$ cat src/rtl/spi_flash_sched.sv
// Shares one SPI flash read engine between an instruction-fetch port (0) and a data-load port (1).
// Requests are held until flash init completes, arbitrated round-robin, and guarded by a timeout.
module spi_flash_sched #(
  parameter int unsigned ADDR_W    = 24,
  parameter int unsigned DATA_SIZE = 32,
  parameter bit          QUAD_EN   = 1'b1,
  parameter int unsigned TIMEOUT   = 64
) (
  input  logic                 ACLK,
  input  logic                 ARESETn,
  input  logic                 init_done,
  input  logic                 req0_valid,
  input  logic [ADDR_W-1:0]    req0_addr,
  output logic                 req0_ready,
  input  logic                 req1_valid,
  input  logic [ADDR_W-1:0]    req1_addr,
  output logic                 req1_ready,
  output logic                 rsp0_valid,
  output logic                 rsp1_valid,
  output logic [DATA_SIZE-1:0] rsp_data,
  output logic                 rsp_err,
  output logic                 eng_cmd_valid,
  input  logic                 eng_cmd_ready,
  output logic [7:0]           eng_cmd_op,
  output logic [ADDR_W-1:0]    eng_cmd_addr,
  input  logic                 eng_rsp_valid,
  input  logic [DATA_SIZE-1:0] eng_rsp_data,
  output logic                 eng_abort,
  output logic                 busy
);

  localparam int unsigned CntW = 8;
  localparam logic [CntW-1:0] CntLast = CntW'(TIMEOUT - 1);

  typedef enum logic [2:0] {StWaitInit, StIdle, StIssue, StWaitRsp, StResp} state_e;

  state_e                 state_q, state_d;
  logic                   last_grant_q, last_grant_d;
  logic [CntW-1:0]        cnt_q, cnt_d;
  logic [ADDR_W-1:0]      addr_q, addr_d;
  logic [DATA_SIZE-1:0]   rsp_data_q, rsp_data_d;
  logic                   rsp_err_q, rsp_err_d;
  logic                   grant_pick;

  // On a tie the port that did not win last time is chosen; last_grant also names the active port.
  assign grant_pick = (req0_valid && req1_valid) ? ~last_grant_q : req1_valid;

  always_comb begin
    state_d       = state_q;
    last_grant_d  = last_grant_q;
    cnt_d         = cnt_q;
    addr_d        = addr_q;
    rsp_data_d    = rsp_data_q;
    rsp_err_d     = rsp_err_q;
    req0_ready    = 1'b0;
    req1_ready    = 1'b0;
    rsp0_valid    = 1'b0;
    rsp1_valid    = 1'b0;
    eng_cmd_valid = 1'b0;
    eng_abort     = 1'b0;
    unique case (state_q)
      StWaitInit: begin
        if (init_done) state_d = StIdle;
      end
      StIdle: begin
        if (!init_done) begin
          state_d = StWaitInit;
        end else if (req0_valid || req1_valid) begin
          last_grant_d = grant_pick;
          addr_d       = grant_pick ? req1_addr : req0_addr;
          req0_ready   = ~grant_pick;
          req1_ready   = grant_pick;
          state_d      = StIssue;
        end
      end
      StIssue: begin
        eng_cmd_valid = 1'b1;
        cnt_d         = '0;
        if (eng_cmd_ready) state_d = StWaitRsp;
      end
      StWaitRsp: begin
        cnt_d = cnt_q + 1'b1;
        // A response in the timeout cycle still wins over the abort.
        if (eng_rsp_valid) begin
          rsp_data_d = eng_rsp_data;
          rsp_err_d  = 1'b0;
          state_d    = StResp;
        end else if (cnt_q == CntLast) begin
          eng_abort  = 1'b1;
          rsp_data_d = '1;
          rsp_err_d  = 1'b1;
          state_d    = StResp;
        end
      end
      StResp: begin
        rsp0_valid = ~last_grant_q;
        rsp1_valid = last_grant_q;
        cnt_d      = '0;
        state_d    = StIdle;
      end
      default: state_d = StWaitInit;
    endcase
  end

  always_ff @(posedge ACLK or negedge ARESETn) begin
    if (!ARESETn) begin
      state_q      <= StWaitInit;
      last_grant_q <= 1'b1;
      cnt_q        <= '0;
      addr_q       <= '0;
      rsp_data_q   <= '0;
      rsp_err_q    <= 1'b0;
    end else begin
      state_q      <= state_d;
      last_grant_q <= last_grant_d;
      cnt_q        <= cnt_d;
      addr_q       <= addr_d;
      rsp_data_q   <= rsp_data_d;
      rsp_err_q    <= rsp_err_d;
    end
  end

  assign eng_cmd_op   = QUAD_EN ? 8'hEB : 8'h03;
  assign eng_cmd_addr = addr_q;
  assign rsp_data     = rsp_data_q;
  assign rsp_err      = rsp_err_q;
  assign busy         = (state_q != StIdle) && (state_q != StWaitInit);

endmodule

$ cat config.mk
export PLATFORM = sky130hd
export DESIGN_NAME = spi_flash_sched
export DESIGN_NICKNAME = d
export VERILOG_FILES = /design/src/rtl/spi_flash_sched.sv
export SDC_FILE = /design/constraint.sdc
export NUM_CORES = 1
export LEC_CHECK = 0
export ABC_AREA = 1
export BUFFER_PORTS_ARGS = -buffer_cell sky130_fd_sc_hd__buf_2
export CAP_MARGIN = 40
export CORE_MARGIN = 5
export CORE_UTILIZATION = 45
export DETAILED_ROUTE_END_ITERATION = 6
export MAX_ROUTING_LAYER = met4
export PLACE_DENSITY = 0.85
export SLEW_MARGIN = 20
export SYNTH_ARGS = -nofsm -noshare
export SYNTH_HDL_FRONTEND = slang
export SYNTH_SLANG_ARGS = --single-unit
$ cat constraint.sdc
create_clock -name ACLK -period 2.45 [get_ports ACLK]
set_clock_uncertainty 0.15 [all_clocks]
set_input_delay 0.49 -clock ACLK [delete_from_list [all_inputs] [get_ports ACLK]]
set_output_delay 0.49 -clock ACLK [all_outputs]
set_load 0.1 [all_outputs]
# Yosys cells after proc, flatten, opt, wreduce, memory -nomap -nowiden
# Cells that the tools add are included.
[classes]
bitwise_logic = 2
addsub = 1
muxes = 26
n_reduce_logical = 11
n_eq_ne = 10
[ops]
columns = ["cell", "n"]
rows = [
  ["2-to-1 mux 32 bit", 2],
  ["2-to-1 mux 24 bit", 1],
  ["2-to-1 mux 3 bit", 6],
  ["one-hot mux 8 bit (2 select lines)", 1],
  ["2-to-1 mux 1 bit", 15],
  ["one-hot mux 3 bit (5 select lines)", 1],
  ["adder 8 x 1 -> 8 bit, second input constant", 1],
  ["== test 8 x 6 -> 1 bit, second input constant", 1],
  ["== test 3 x 2 -> 1 bit, second input constant", 2],
  ["!= test 3 bit, second input constant", 2],
  ["!= test 2 bit, second input constant", 2],
  ["AND reduction 4 bit", 1],
  ["nonzero test 2 bit", 2],
  ["== test 3 x 1 -> 1 bit, second input constant", 1],
  ["== test 3 bit, second input constant", 1],
  ["logical NOT 3 bit", 1],
  ["!= test 3 x 1 -> 1 bit, second input constant", 1],
  ["AND reduction 3 bit", 1],
  ["nonzero test 3 bit", 1],
  ["logical AND 1 bit", 2],
  ["NOT 1 bit", 2],
  ["AND reduction 2 bit", 1],
  ["OR reduction 2 bit", 1],
  ["logical OR 1 bit", 1],
]
[word_totals]
register_bits = 69
inputBits = 87
wordCells = 56

# Longest topological paths before layout
[logic_depth]
depth_word = 6
depth_mapped = 8
depth_no_buf = 8

# Worst setup path before layout
# No wires, ideal clock.
[synth_timing]
path_type = "register -> output"
startpoint = "register cnt_q[0]"
endpoint = "output port eng_abort"
n_path_buf = 1
stages_incl_launch_ff = 9
setup_slack_ns = -0.553
arrival_ns = 2.363
path_cell_list = "dfrtp_1 -> ha_1 -> nand2_2 -> nor2_4 -> nand2_1 -> nand2_2 -> nand2_4 -> buf_6 -> nor2_1"
[synth_between]
elab_chain_len = 4
[synth_rtl]
columns = ["element", "line", "rtl"]
rows = [
  ["start: declaration", "39", "logic [CntW-1:0] cnt_q, cnt_d;"],
  ["start signal: assignment", "116", "cnt_q <= cnt_d;"],
  ["== test 8 x 6 -> 1 bit", "88", "end else if (cnt_q == CntLast) begin"],
  ["2-to-1 mux 1 bit", "88", ""],
  ["2-to-1 mux 1 bit", "84", "if (eng_rsp_valid) begin"],
  ["2-to-1 mux 1 bit", "61", "unique case (state_q)"],
  ["end: declaration", "28", "output logic eng_abort,"],
]
# No other way between the ends.

# Final worst setup path
# Same ends and word-level chain as after synthesis.

==> metrics.txt <==
GRT Util Overall 0.191; worst-margin pin slew 0.519 ns; Ports 159; Finished Cell Area 4390 um^2; # Max-Cap Violations 0; worst-path cell chain ha_2, nand2_2, nor2_4, nand2_1, nand2_2, nand2_4, nor2_4, buf_12; TritonCTS clock tree yes; worst hold path type input pin to register; length in cells of the worst reg-to-reg path 7; Setup Crit Path Kind register to output pin; RR Startpoint state_q[2]; fmax 430 MHz; Clk pin slew, worst setup/hold paths 0.07 ns; Die X around 95 um; gr ovfl total 0; slowest stage delay, CP 0.41 ns; Clock Path Buffers 2; level count of the clock H-tree 3; Synth Register Bits 69; IO Port Bufs 150; largest net degree at the start of global routing 49; Slew Limit Headroom 0.654; setup_tns 0 ns; Setup crit start kind register; Worst Hold End rsp_data[12]; gpl congestion 0.826; # setup viols final 0; Post-Route WL 8180 um; Vias/cell just under 5; Initial DRC Count 125; crit path time final 2.33 ns; # fillers 640; syn avg cell area roughly 8.6 um^2; Pins Over Slew Limit 0; fin crit share 0.950; Synth Instances 382; DRT Pass-1 Iters 5; CP arrival 1.69 ns; Min Hold Slack 0.253 ns; synth warn 0; CTS Root Buffer Type clkbuf_8; hold depth 3; Die Y roughly 95 um; most frequent cells in the layout buf_2, dfrtp_1, nand3_1, inv_1, nand2_1; flop-to-flop setup slack 0.39 ns; final layout net count 618; DP Wirelength between 6000 and 7000 um; Layout area overhead 33.7%; unrepaired setup endpoints after global routing no; Placed Instance Area 4130 um^2; CP Capture Type output pin; commonest non-fill, non-tap cell in the layout buf_2; Final Hold Viols 0; first-pass GRT wire length 13,300 um; Netlist Area Pre-Place approximately 3300 um^2; Die Footprint 9110 um^2; # diodes 0; DRC Markers 0; CORE AREA 7180 um^2; FP Rows 31; hold_sp eng_rsp_data[12]; synth unique cells 27; Seq/Total Area, Yosys 0.526; worst-skew pair later-pin latency 0.33 ns; Vias 3,073; Antenna Violating Nets Remaining 0; vias in the first global route 3,011; crit-path max FO 5; Num CTS Buffers 9; Worst Path Required approximately 1.8 ns; # clock sinks 69; Worst path slowest cell dfrtp_1; antenna violations before repair 0; share of cells above drive strength 1 0.359; Initial Util 0.458; outcome finished, final reports clean; RR Endpoint rsp_data[30]; routed len/inst 12.9 um
[sequential cells by signal (all words and copies together) (netlist names)]
register      count
eng_cmd_addr     24
cnt_q             8
last_grant_q      1
rsp_err           1
state_q           3
rsp_data         32
[final cells by class]
class | instances | area (um^2) | share of cell area
multi-input combinational | 242 | 1230 | 0.279
timing repair buffer | 158 | 883 | 0.201
clock inverter | 3 | 65.1 | 0.0148
sequential | 69 | 1730 | 0.393
inverter | 50 | 188 | 0.0427
tap | 99 | 124 | 0.0282
clock buffer | 13 | 179 | 0.0407
[through the flow]
stage	worst slack (ns)	std cells	util
detailed placement	0.413	617	0.576
finish	0.122	634	0.612
global route	0.0129	634	0.612
CTS	0.0729	634	0.611
global placement	0.488	617	0.576
floorplan	-0.0752	388	-
[kinds of logic (layout without fill, tap and decap cells)]
kind of cell | count (synthesis) | in the layout | share of synthesized area
simple gates | 160 | 160 | 0.219
buf+inv | 77 | 224 | 0.115
compound gates | 73 | 73 | 0.134
flops | 69 | 69 | 0.526
other cells | 2 | 8 | 0.00229
fa+ha+maj | 1 | 1 | 0.00381
[cell usage after synthesis, drive strengths merged]
cell type / count / area, um^2
conb: 2 / 7.51
o21a: 24 / 180
nand3: 58 / 290
dfrtp: 68 / 1700
a22o: 1 / 8.76
inv: 50 / 188
ha: 1 / 12.5
o22ai: 1 / 6.26
nor2: 47 / 199
dfstp: 1 / 26.3
o21ai: 7 / 35.0
a21boi: 1 / 7.51
nand4: 2 / 12.5
nand2: 53 / 219
clkbuf: 1 / 3.75
buf: 26 / 186
o211ai: 1 / 7.51
a21oi: 38 / 194
[worst max-delay path: cells and delay by family (launching register included)]
family / cells / cell delay, ns
DFF: 1 / 0.41
adders and majority gates: 1 / 0.21
buffers and inverters: 1 / 0.18
and+or+nand+nor: 6 / 0.55
[per-layer routing]
metal  GRT usage  up-vias  wire (um)  share of wire
li1            -     1507          -              -
met3      0.0379       14        400          0.049
met1       0.222     1451       3190           0.39
met4      0.0711        0        153          0.019
met2       0.327      101       4430           0.54
met5           -        -          0              0
[how the worst max path moves through the flow]
stage,slack (ns),from,endpoint
global route,0.01,cnt_q[0],eng_abort
floorplan,-0.08,cnt_q[0],eng_abort
finish,0.12,cnt_q[0],eng_abort
global placement,0.49,state_q[2],rsp_data[21]
detailed placement,0.41,state_q[2],rsp_data[29]
CTS,0.07,cnt_q[0],eng_abort
[what timing repair did]
action,in CTS,in global routing
hold buffers,1,0
resized for setup,0,2
setup buffers,0,0
endpoints found under the setup margin,0,1
endpoints found under the hold margin,21,0
Power is not shown: default switching activity piles up to over one toggle a cycle in this logic, so the estimate is an artifact.
